--- config.mk ---
export PLATFORM = sky130hd
export DESIGN_NAME = m68k_bus_sync_flat
export DESIGN_NICKNAME = d
export VERILOG_FILES = /design/src/rtl/m68k_bus_sync_pkg.sv /design/src/rtl/m68k_bus_sync_if.sv /design/src/rtl/m68k_bus_sync_ack_delay_channel.sv /design/src/rtl/m68k_bus_sync.sv /design/src/flat_wrapper.sv
export SDC_FILE = /design/constraint.sdc
export NUM_CORES = 1
export LEC_CHECK = 0
export CORE_AREA = 8 8 137 113
export CTS_CLUSTER_DIAMETER = 120
export DETAILED_ROUTE_END_ITERATION = 10
export DIE_AREA = 0 0 145 121
export MAX_ROUTING_LAYER = met4
export PLACE_DENSITY = 0.42
export SLEW_MARGIN = 0
export SYNTH_ARGS = -nofsm -noshare
export SYNTH_HDL_FRONTEND = slang
export SYNTH_SLANG_ARGS = --single-unit
--- constraint.sdc ---
create_clock -name SYSCLK -period 6.75 [get_ports SYSCLK]
set_input_delay 1.0125 -clock SYSCLK [delete_from_list [all_inputs] [get_ports SYSCLK]]
set_output_delay 1.0125 -clock SYSCLK [all_outputs]
set_load 0.1 [all_outputs]
--- src/rtl/m68k_bus_sync_pkg.sv ---
// Shared constants for the 68000 bus synchroniser: acknowledge channel
// indices, default delays for a 120 MHz SYSCLK and sync-chain reset levels.
package m68k_bus_pkg;

  // Acknowledge channel indices into ACK_n / ACK_LATCH.
  localparam int ACK_DTACK = 0;
  localparam int ACK_VPA   = 1;
  localparam int ACK_BERR  = 2;

  // Defaults for a 120 MHz SYSCLK (read delay of 15 cycles is 125 ns).
  localparam int DEF_SYNC_STAGES = 2;
  localparam int DEF_READ_DELAY  = 15;
  localparam int DEF_WRITE_DELAY = 2;

  // Reset levels of the synchroniser chains: MCCLK idles low, the
  // active-low acknowledges idle deasserted (high).
  localparam logic MC_SYNC_RST  = 1'b0;
  localparam logic ACK_SYNC_RST = 1'b1;

endpackage

--- src/rtl/m68k_bus_sync_if.sv ---
// Bus-side signal bundle of the synchroniser. The slave modport is the
// synchroniser itself; the master modport is the bus FSM / driver side.
// Handshake: there is no valid/ready pair; ACK_n is a level that stays low
// for as long as the peripheral acknowledges, and ACK_LATCH follows it with
// a fixed delay, staying high until ACK_n is released.
interface m68k_bus_sync_if #(
  parameter int N_ACK    = 3,
  parameter int PERIOD_W = 8
);
  logic                MCCLK;
  logic [N_ACK-1:0]    ACK_n;
  logic                RW;
  logic                MCCLK_SYNC;
  logic                MCCLK_RISING;
  logic                MCCLK_FALLING;
  logic [PERIOD_W-1:0] MCCLK_PHASE;
  logic [PERIOD_W-1:0] PERIOD;
  logic                PERIOD_VALID;
  logic [N_ACK-1:0]    ACK_LATCH;
  logic                ANY_LATCH;

  modport slave (
    input  MCCLK, ACK_n, RW,
    output MCCLK_SYNC, MCCLK_RISING, MCCLK_FALLING, MCCLK_PHASE,
           PERIOD, PERIOD_VALID, ACK_LATCH, ANY_LATCH
  );

  modport master (
    output MCCLK, ACK_n, RW,
    input  MCCLK_SYNC, MCCLK_RISING, MCCLK_FALLING, MCCLK_PHASE,
           PERIOD, PERIOD_VALID, ACK_LATCH, ANY_LATCH
  );
endinterface

--- src/rtl/m68k_bus_sync_ack_delay_channel.sv ---
// One acknowledge channel: synchronises an active-low ACK input and raises
// a latch once it has been seen low for D+1 consecutive synced samples,
// where D is chosen from RW on the first low sample and then frozen.
module ack_delay_channel
  import m68k_bus_pkg::*;
#(
  parameter int SYNC_STAGES = DEF_SYNC_STAGES,
  parameter int CNT_W       = 8,
  parameter int READ_DELAY  = DEF_READ_DELAY,
  parameter int WRITE_DELAY = DEF_WRITE_DELAY
) (
  input  logic SYSCLK,
  input  logic nRESET,
  input  logic ACK_n,
  input  logic RW,
  output logic latch,
  output logic latch_nxt
);

  if (SYNC_STAGES < 2) begin : g_bad_stages
    $error("ack_delay_channel: SYNC_STAGES must be at least 2");
  end
  if (READ_DELAY > (2 ** CNT_W) - 1 || WRITE_DELAY > (2 ** CNT_W) - 1) begin : g_bad_delay
    $error("ack_delay_channel: delay does not fit in CNT_W bits");
  end

  localparam logic [CNT_W-1:0] RD_C = CNT_W'(READ_DELAY);
  localparam logic [CNT_W-1:0] WR_C = CNT_W'(WRITE_DELAY);

  logic [SYNC_STAGES-1:0] chain;
  logic                   a_s;
  logic [CNT_W-1:0]       cnt, cnt_nxt;
  logic [CNT_W-1:0]       d_hold, d_nxt, d_cur;
  logic                   first;

  assign a_s = chain[SYNC_STAGES-1];

  // Next-state of counter, frozen delay and latch; the delay is taken from
  // RW only on the first low sample so later RW changes are ignored.
  always_comb begin
    first     = (cnt == '0) && !latch;
    d_cur     = first ? (RW ? RD_C : WR_C) : d_hold;
    cnt_nxt   = cnt;
    d_nxt     = d_hold;
    latch_nxt = latch;
    if (!nRESET || a_s) begin
      cnt_nxt   = '0;
      d_nxt     = '0;
      latch_nxt = 1'b0;
    end else begin
      d_nxt = d_cur;
      if (cnt < d_cur) cnt_nxt = cnt + 1'b1;
      else             latch_nxt = 1'b1;
    end
  end

  // Synchroniser chain and channel state, all on the SYSCLK falling edge.
  always_ff @(negedge SYSCLK) begin
    if (!nRESET) begin
      chain  <= {SYNC_STAGES{ACK_SYNC_RST}};
      cnt    <= '0;
      d_hold <= '0;
      latch  <= 1'b0;
    end else begin
      chain  <= {chain[SYNC_STAGES-2:0], ACK_n};
      cnt    <= cnt_nxt;
      d_hold <= d_nxt;
      latch  <= latch_nxt;
    end
  end

endmodule

--- src/rtl/m68k_bus_sync.sv ---
// 68000 bus synchroniser: MCCLK edge strobes, phase counter and period
// measurement in the SYSCLK domain, plus N delayed acknowledge latches.
module m68k_bus_sync
  import m68k_bus_pkg::*;
#(
  parameter int SYNC_STAGES = DEF_SYNC_STAGES,
  parameter int N_ACK       = 3,
  parameter int CNT_W       = 8,
  parameter int READ_DELAY  = DEF_READ_DELAY,
  parameter int WRITE_DELAY = DEF_WRITE_DELAY,
  parameter int PERIOD_W    = 8
) (
  input logic             SYSCLK,
  input logic             nRESET,
  m68k_bus_sync_if.slave  bus
);

  localparam int                  WARM_W    = $clog2(SYNC_STAGES + 2);
  localparam logic [WARM_W-1:0]   WARM_LOAD = WARM_W'(SYNC_STAGES + 1);
  localparam logic [PERIOD_W-1:0] PH_MAX    = '1;

  logic [SYNC_STAGES-1:0] mc_chain;
  logic                   mc_s, mc_d;
  logic [WARM_W-1:0]      warm;
  logic                   rise_nxt, fall_nxt;
  logic                   rising, falling;
  logic [PERIOD_W-1:0]    phase_cnt, phase_inc, period;
  logic                   period_valid, seen_rise;
  logic [N_ACK-1:0]       ack_latch, latch_nxt;
  logic                   any_latch;

  assign mc_s      = mc_chain[SYNC_STAGES-1];
  // The warm-up count hides the edge the chain would show while it fills.
  assign rise_nxt  = mc_s & ~mc_d & (warm == '0);
  assign fall_nxt  = ~mc_s & mc_d & (warm == '0);
  assign phase_inc = (phase_cnt == PH_MAX) ? PH_MAX : phase_cnt + 1'b1;

  // MCCLK sync, edge strobes, phase counter and period measurement.
  always_ff @(negedge SYSCLK) begin
    if (!nRESET) begin
      mc_chain     <= {SYNC_STAGES{MC_SYNC_RST}};
      mc_d         <= MC_SYNC_RST;
      warm         <= WARM_LOAD;
      rising       <= 1'b0;
      falling      <= 1'b0;
      phase_cnt    <= '0;
      period       <= '0;
      period_valid <= 1'b0;
      seen_rise    <= 1'b0;
    end else begin
      mc_chain <= {mc_chain[SYNC_STAGES-2:0], bus.MCCLK};
      mc_d     <= mc_s;
      if (warm != '0) warm <= warm - 1'b1;
      rising   <= rise_nxt;
      falling  <= fall_nxt;
      if (rise_nxt) begin
        // The first rise only ends a partial period; the second is a full one.
        period    <= phase_inc;
        phase_cnt <= '0;
        seen_rise <= 1'b1;
        if (seen_rise) period_valid <= 1'b1;
      end else begin
        phase_cnt <= phase_inc;
        if (phase_inc == PH_MAX) begin
          // MCCLK considered stopped: the period must be re-measured.
          period_valid <= 1'b0;
          seen_rise    <= 1'b0;
        end
      end
    end
  end

  for (genvar i = 0; i < N_ACK; i++) begin : g_ch
    ack_delay_channel #(
      .SYNC_STAGES (SYNC_STAGES),
      .CNT_W       (CNT_W),
      .READ_DELAY  (READ_DELAY),
      .WRITE_DELAY (WRITE_DELAY)
    ) u_ch (
      .SYSCLK    (SYSCLK),
      .nRESET    (nRESET),
      .ACK_n     (bus.ACK_n[i]),
      .RW        (bus.RW),
      .latch     (ack_latch[i]),
      .latch_nxt (latch_nxt[i])
    );
  end

  // Registered OR of the channel next-states, aligned with ACK_LATCH.
  always_ff @(negedge SYSCLK) begin
    if (!nRESET) any_latch <= 1'b0;
    else         any_latch <= |latch_nxt;
  end

  assign bus.MCCLK_SYNC    = mc_s;
  assign bus.MCCLK_RISING  = rising;
  assign bus.MCCLK_FALLING = falling;
  assign bus.MCCLK_PHASE   = phase_cnt;
  assign bus.PERIOD        = period;
  assign bus.PERIOD_VALID  = period_valid;
  assign bus.ACK_LATCH     = ack_latch;
  assign bus.ANY_LATCH     = any_latch;

endmodule

--- src/flat_wrapper.sv ---
// flat-port wrapper written by rule: the top's interface ports become plain ports
module m68k_bus_sync_flat import m68k_bus_pkg::*;
#(
  parameter int SYNC_STAGES = DEF_SYNC_STAGES,
  parameter int N_ACK       = 3,
  parameter int CNT_W       = 8,
  parameter int READ_DELAY  = DEF_READ_DELAY,
  parameter int WRITE_DELAY = DEF_WRITE_DELAY,
  parameter int PERIOD_W    = 8
)
  (SYSCLK, nRESET, bus_MCCLK, bus_ACK_n, bus_RW, bus_MCCLK_SYNC, bus_MCCLK_RISING, bus_MCCLK_FALLING, bus_MCCLK_PHASE, bus_PERIOD, bus_PERIOD_VALID, bus_ACK_LATCH, bus_ANY_LATCH);
  m68k_bus_sync_if #(.N_ACK(N_ACK), .PERIOD_W(PERIOD_W)) bus_i ();
  input logic SYSCLK;
  input logic nRESET;
  input wire logic [$bits(bus_i.MCCLK)-1:0] bus_MCCLK;
  input wire logic [$bits(bus_i.ACK_n)-1:0] bus_ACK_n;
  input wire logic [$bits(bus_i.RW)-1:0] bus_RW;
  output wire logic [$bits(bus_i.MCCLK_SYNC)-1:0] bus_MCCLK_SYNC;
  output wire logic [$bits(bus_i.MCCLK_RISING)-1:0] bus_MCCLK_RISING;
  output wire logic [$bits(bus_i.MCCLK_FALLING)-1:0] bus_MCCLK_FALLING;
  output wire logic [$bits(bus_i.MCCLK_PHASE)-1:0] bus_MCCLK_PHASE;
  output wire logic [$bits(bus_i.PERIOD)-1:0] bus_PERIOD;
  output wire logic [$bits(bus_i.PERIOD_VALID)-1:0] bus_PERIOD_VALID;
  output wire logic [$bits(bus_i.ACK_LATCH)-1:0] bus_ACK_LATCH;
  output wire logic [$bits(bus_i.ANY_LATCH)-1:0] bus_ANY_LATCH;
  assign bus_i.MCCLK = bus_MCCLK;
  assign bus_i.ACK_n = bus_ACK_n;
  assign bus_i.RW = bus_RW;
  assign bus_MCCLK_SYNC = bus_i.MCCLK_SYNC;
  assign bus_MCCLK_RISING = bus_i.MCCLK_RISING;
  assign bus_MCCLK_FALLING = bus_i.MCCLK_FALLING;
  assign bus_MCCLK_PHASE = bus_i.MCCLK_PHASE;
  assign bus_PERIOD = bus_i.PERIOD;
  assign bus_PERIOD_VALID = bus_i.PERIOD_VALID;
  assign bus_ACK_LATCH = bus_i.ACK_LATCH;
  assign bus_ANY_LATCH = bus_i.ANY_LATCH;
  m68k_bus_sync #(.SYNC_STAGES(SYNC_STAGES), .N_ACK(N_ACK), .CNT_W(CNT_W), .READ_DELAY(READ_DELAY), .WRITE_DELAY(WRITE_DELAY), .PERIOD_W(PERIOD_W)) u_core (.SYSCLK(SYSCLK), .nRESET(nRESET), .bus(bus_i));
endmodule
==> results.yml, run 1 <==
outcome:
  run_status: "complete, no violations"
global_routing:
  grt_first_pass_wirelength_mm: 15.89
  globalRouteTotalUtil_pct: 10.99
  groute.layer.met3.usage_pct: 4.212
  globalRouteMet1Util_pct: 13.18
  grt_start_max_net_pins: 23
  grt_antenna_before_repair: 0
  global_route.peak_usage_layer: "met2"
  grt_pass1_vias: 3573
  globalRouteOverflowTotal: 0
  met2_usage_pct: 15.12
routing:
  wl_per_cell_um: 11.88
  post-route-drc-count: 0
  dr.first_iter.drc_count: 222
  drt.antenna.violating_nets: 0
  drt-total-wl_mm: 8.980
  dr_total_vias: 3544
  first_pass_detailed_route_iteration_total: 4
  via_per_inst: 4.688
die:
  floorplan.die_area_um2: 17550
  top_level_ports: 31
  initial_utilization_pct: 29.20
  die_width_um: 145
  floorplan.rows: 38
  placeableCoreArea_um2: 13270
  die_h_um: 121
critical_path:
  critical_path.startpoint_type: "primary input"
  critical_path.max_fanout: 5
  crit_path_end_kind: "flop"
  worst_r2r_startpoint: "u_core.g_ch[2].u_ch.cnt[0]"
  worst_ep_required_time_ns: 3.65
  critical_path.startpoint: "bus_RW"
  worst_ep_arrival_time_ns: 3.42
  path_class: "primary input to flop"
cells_and_area:
  fillCellCount: 1409
  num_antenna_cells: 0
  seq_cell_area_um2: 1662
  multiInputGateArea_um2: 2058
  area.growth.synth_to_final_pct: 30.17
  post_route_cells_drive_above_1_share_pct: 12.85
  final-instance-count-excl-fill: 756
  nets: 608
power:
  power.density_cell_area_nw_per_um2: 245.1
  ir_drop_mv: 0.1316
  static_leakage_nw: 2.451
logic_synthesis:
  synth_largest_type_area_fraction_pct: 42.89
  ys_warn_count: 0
  yosysUniqueCellTypes: 54
  postSynth.topFlopCell: "dfxtp_1"
  postSynthRegisterBits: 83
  synthesis.area_per_instance_um2: 8.804
  sequential_element_share_of_the_synthesized_area_pct: 42.89
  async_reset_ff_share_pct: 0
  synth-edff-count: 0
  syn-cell-area_um2: 3874
  post-synth-top-count-cell: "dfxtp_1"
  synthesized_nets: 476
  netlist_top_cells_area: "dfxtp_1 43%, ha_1 9.4%, nor2_1 5.4%"
  synth_cell_count_leaders: "83 x dfxtp_1, 56 x nor2_1, 45 x nand2_1, 36 x a21oi_1, 29 x ha_1"
  synth.largest_area_cell: "dfxtp_1"
  count_of_mapped_cells_out_of_synthesis: 440
clock_tree:
  holdBufCountCts: 0
  cts_post_setup_buffers_inserted: 0
  postCtsResizedCells: 0
  clock_tree_buffer_depth: 2
  htreeDepth: 3
  worst_skew_pair.late_latency_ns: 0.40
  clock_transition_time_at_the_flip_flop_clock_pins_of_the_worst_setup_and_hold_paths_ns: 0.04
  clock_sinks: 83
  cts_buffers: 9
  root_buf_cell: "clkbuf_16"
  tritoncts: "done"
timing:
  final-setup-viol-count: 0
  timing_max_transition_violations_final: 0
  max_slew_margin_pct: 61.15
  grt_setup_unrepaired: "no"
  fin_worst_skew_ns: 0.01728
  max_slew.worst_pin.slew_ns: 0.5827
  timing.setup.tns_ns: 0
  hold_viol: 0
hold_path:
  hold_start: "u_core.g_ch[0].u_ch.chain[0]"
  holdCritPathClass: "flop to flop"
placed_design:
  placedCellCount: 659
  detailedPlacementHpwl_mm: 6.329
  numPortBuffers: 30
  gp_congestion: 0.7905
job:
  maxCapViolations: 0
-- sequential cells by signal, indices dropped and copies added (netlist names) --
signal                    cells
u_core.g_ch.u_ch.d_hold      24
u_core.bus.ANY_LATCH          1
u_core.bus.PERIOD_VALID       1
u_core.g_ch.u_ch.latch        3
u_core.warm                   2
u_core.seen_rise              1
u_core.bus.MCCLK_RISING       1
u_core.mc_chain               2
u_core.g_ch.u_ch.cnt         24
u_core.mc_d                   1
u_core.bus.MCCLK_FALLING      1
u_core.g_ch.u_ch.chain        6
u_core.bus.MCCLK_PHASE        8
u_core.bus.PERIOD             8
-- layout make-up --
cell class | instances | share of cell area (%)
timing repair buffer | 56 | 8.635
clock inverter | 89 | 7.246
multi-input combinational | 320 | 40.82
inverter | 19 | 1.414
clock buffer | 9 | 4.466
sequential | 83 | 32.95
tap | 180 | 4.466
-- worst paths after layout --
path	end	slack [ns]	cells after the start
setup reg to reg	u_core.g_ch[2].u_ch.cnt[3]	3.56	13
hold reg to reg	u_core.g_ch[0].u_ch.chain[1]	0.40	1
setup / recovery	u_core.g_ch[1].u_ch.cnt[7]	0.23	11
hold / removal	u_core.g_ch[0].u_ch.chain[1]	0.40	1
-- per-layer routing --
| layer | wire length (µm) | share of wire (%) |
|---|---|---|
| met5 | 0 | 0 |
| met3 | 417 | 4.6 |
| met1 | 4585 | 51 |
| met2 | 3857 | 43 |
| met4 | 119 | 1.3 |
-- report_power, final --
group / total, mW / switching, mW / leakage [nW] / internal, mW
clock: 0.656 / 0.310 / 0.582 / 0.346
sequential: 0.510 / 0.00648 / 0.672 / 0.504
combinational: 0.0695 / 0.0440 / 1.20 / 0.0255
total: 1.24 / 0.361 / 2.45 / 0.875
-- per-stage QoR --
stage | area, µm² | power, mW | setup WS (ns) | hold slack [ns] | utilization, %
after floorplan | 3874 | 0.6406 | 0.5110 | 0.3863 | -
after global placement | 4456 | 0.6619 | -0.1318 | 0.3894 | 33.59
after detailed placement | 4456 | 0.6624 | -0.1419 | 0.3925 | 33.59
after CTS | 5042 | 1.281 | 0.2543 | 0.3973 | 38.01
after global routing | 5042 | 1.339 | 0.05264 | 0.4289 | 38.01
final | 5042 | 1.236 | 0.2279 | 0.3957 | 38.01
-- cell usage in the layout, fill, tap and decap left out, types with 8 or more instances in the layout --
cell | netlist | routed
nor2_1 | 56 | 56
xnor2_1 | 8 | 8
dfxtp_1 | 83 | 83
a21oi_1 | 36 | 36
buf_4 | 3 | 50
nand2_1 | 45 | 45
o21ai_0 | 12 | 12
inv_1 | 20 | 104
ha_1 | 29 | 29
nand4_1 | 12 | 12
nand3_1 | 17 | 17
clkbuf_16 | 0 | 9
and2_1 | 10 | 10
nand2b_1 | 13 | 13
-- critical path, cell delays in order --
cell and delay [ns]:
clkdlybuf4s50_1 0.48, inv_1 0.09, nor2_1 0.14, a21oi_1 0.08
ha_1 0.31, a21o_1 0.18, a21o_1 0.22, a2111oi_0 0.55
buf_4 0.20, xnor2_1 0.10, nor2_1 0.06
-- logic make-up (layout without fill, tap and decap cells) --
family	count (synthesis)	count (layout)	share of synthesized area, %
and+or+nand+nor	189	189	24.90
AOI/OAI and AO/OA	84	84	14.41
DFF	83	83	42.89
buffers and inverters	37	173	3.973
adders and majority gates	29	29	9.367
xor gates and xnor gates	9	9	2.035
muxes	9	9	2.422
No activity file was read; power rests on OpenSTA's default activity.
==> run 2, diff against run 1 <==
- ABC_AREA: not set -> 1
- CORE_AREA: 8 8 137 113 -> 8 8 138 114
- DIE_AREA: 0 0 145 121 -> 0 0 146 122
==> results.yml, run 2 <==
outcome:
  run_status: "complete, no violations"
logic_synthesis:
  netlist_top_cells_area: "dfxtp_1 42%, nand2_1 9.6%, ha_1 9.1%"
  syn-cell-area_um2: 3968
  count_of_mapped_cells_out_of_synthesis: 517
  post-synth-top-count-cell: "nand2_1"
  synthesized_nets: 553
  postSynthRegisterBits: 83
  sequential_element_share_of_the_synthesized_area_pct: 41.88
  yosysUniqueCellTypes: 29
  ys_warn_count: 0
  synth-edff-count: 0
  postSynth.topFlopCell: "dfxtp_1"
  synth.largest_area_cell: "dfxtp_1"
  synth_cell_count_leaders: "101 x nand2_1, 83 x dfxtp_1, 66 x nor2_1, 60 x inv_1, 43 x nand3_1"
  synthesis.area_per_instance_um2: 7.674
  synth_largest_type_area_fraction_pct: 41.88
  async_reset_ff_share_pct: 0
timing:
  fin_worst_skew_ns: 0.01458
  hold_viol: 0
  final-setup-viol-count: 0
  max_slew.worst_pin.slew_ns: 0.7783
  final_critical_path_setup_slack_ns: 0.7199
  hold_slack_ns: 0.4045
  grt_setup_unrepaired: "no"
  max_slew_margin_pct: 48.02
  timing_max_transition_violations_final: 0
  timing.setup.tns_ns: 0
global_routing:
  globalRouteOverflowTotal: 0
  grt_start_max_net_pins: 17
  globalRouteMet1Util_pct: 12.77
  global_route.peak_usage_layer: "met2"
  groute.layer.met3.usage_pct: 5.671
  grt_pass1_vias: 3525
  met2_usage_pct: 14.30
  grt_first_pass_wirelength_mm: 15.44
  grt_antenna_before_repair: 0
  globalRouteTotalUtil_pct: 10.81
cells_and_area:
  area.growth.synth_to_final_pct: 26.33
  final_common_cell: "inv_1"
  final-instance-count-excl-fill: 817
  multiInputGateArea_um2: 1987
  nets: 670
  fillCellCount: 1457
  num_antenna_cells: 0
  post-route-cell-area_um2: 5012
  post_route_cells_drive_above_1_share_pct: 13.66
  finish.utilization_pct: 37.38
  highest_count_cells_in_the_layout_ignoring_fill_and_taps: "144 x inv_1, 101 x nand2_1, 83 x dfxtp_1, 66 x nor2_1, 43 x nand3_1"
  seq_cell_area_um2: 1662
  leading_registers_by_flop_count: "u_core.g_ch.u_ch.cnt (24), u_core.g_ch.u_ch.d_hold (24)"
hold_path:
  holdCritPathClass: "flop to flop"
placed_design:
  numPortBuffers: 30
  placedCellCount: 721
  gp_congestion: 0.7344
  detailedPlacementHpwl_mm: 6.101
  dp_slack_ns: 0.2872
  detailed_place.area_um2: 4403
routing:
  dr.first_iter.drc_count: 128
  drt.antenna.violating_nets: 0
  dr_total_vias: 3463
  wl_per_cell_um: 10.69
  post-route-drc-count: 0
  first_pass_detailed_route_iteration_total: 4
  drt-total-wl_mm: 8.731
  via_per_inst: 4.239
power:
  static_leakage_nw: 2.574
  power.density_cell_area_nw_per_um2: 253.3
  p_int_mw: 0.9055
  power_frac_clock_pct: 55.2
  p_sw_share_pct: 28.67
  power.share.combinational_pct: 4.7
  p_total_mw: 1.269
  seqPwrFrac_pct: 40.1
  p_sw_mw: 0.3640
  ir_drop_mv: 0.1751
critical_path:
  worst_ep_arrival_time_ns: 2.92
  slowest_delay_ns: 0.40
  worstPathBufferInverterCount: 2
  critPathMostFrequentCell: "nand3_1"
  path_delay_family: "simple AND/OR/NAND/NOR gates"
  worst_path_max_delay_cell: "clkdlybuf4s50_1"
  path_class: "primary input to flop"
  critical_path.startpoint_type: "primary input"
  crit_path_cell_trace: "clkdlybuf4s50_1 -> inv_1 -> nand3_1 -> o21ai_0 -> ha_1 -> a21oi_1 -> nand2_2 -> nand2_4 -> nand3_1 -> nand2_1 -> nand3_1"
  critical_path.max_fanout: 10
  worst_ep_required_time_ns: 3.64
  crit_path_end_kind: "flop"
die:
  die_h_um: 122
  floorplan.rows: 38
  placeableCoreArea_um2: 13410
  die_width_um: 146
  floorplan.die_area_um2: 17810
  top_level_ports: 31
  initial_utilization_pct: 29.59
clock_tree:
  clock_sinks: 83
  cts_post_setup_buffers_inserted: 0
  clock_tree_buffer_depth: 2
  postCtsResizedCells: 0
  clock_transition_time_at_the_flip_flop_clock_pins_of_the_worst_setup_and_hold_paths_ns: 0.03
  cts_buffers: 9
  htreeDepth: 3
  worst_skew_pair.late_latency_ns: 0.40
  tritoncts: "done"
  root_buf_cell: "clkbuf_16"
  holdBufCountCts: 0
job:
  maxCapViolations: 0
==> run 2: cell types whose count changed after synthesis, sizes merged, moves of 6 or more <==
cell,delta
mux2i,-6
nand4,-9
and2,-10
nand2b,-13
xor2,+17
xnor2,-6
nand3,+27
nor2,+19
nor4,-6
inv,+55
clkbuf,-7
nand2,+69
==> run 2: logic make-up after synthesis <==
logic type / synth area share (%)
AND/OR/NAND/NOR: 28.98
flip-flops: 41.88
XOR/XNOR: 4.415
buffers and inverters: 8.041
AO/OA/AOI/OAI: 7.537
adder cells (fa/ha/maj): 9.145
==> run 2: final cells by class <==
cell class / instances / share of cell area, %
inverter: 74 / 5.542
tap: 180 / 4.493
multi-input combinational: 352 / 39.64
clock inverter: 88 / 7.738
timing repair buffer: 31 / 4.943
clock buffer: 9 / 4.493
sequential: 83 / 33.15
==> run 2: per-layer routing <==
layer,wire length [µm],vias up
met5,0,-
li1,-,1862
met1,4570,1529
met2,3712,60
met3,364,12
met4,83,0
==> run 2: path summary, 6_finish.rpt <==
| path | start | endpoint | slack, ns | cells after the start |
|---|---|---|---|---|
| setup / recovery | bus_RW | u_core.bus.ANY_LATCH | 0.72 | 11 |
| setup reg to reg | u_core.g_ch[1].u_ch.cnt[0] | u_core.bus.ANY_LATCH | 4.07 | 13 |
| hold reg to reg | u_core.g_ch[0].u_ch.chain[0] | u_core.g_ch[0].u_ch.chain[1] | 0.40 | 1 |
| hold / removal | u_core.g_ch[0].u_ch.chain[0] | u_core.g_ch[0].u_ch.chain[1] | 0.40 | 1 |
==> run 2: power groups by stage <==
stage	Clock [mW]	Combinational [mW]	Sequential (mW)
2_1_floorplan	0.0754	0.0301	0.528
3_3_place_gp	0.0754	0.0602	0.515
3_5_place_dp	0.0754	0.0604	0.515
4_1_cts	0.747	0.0607	0.508
5_1_grt	0.799	0.0672	0.508
6_report	0.701	0.0595	0.509
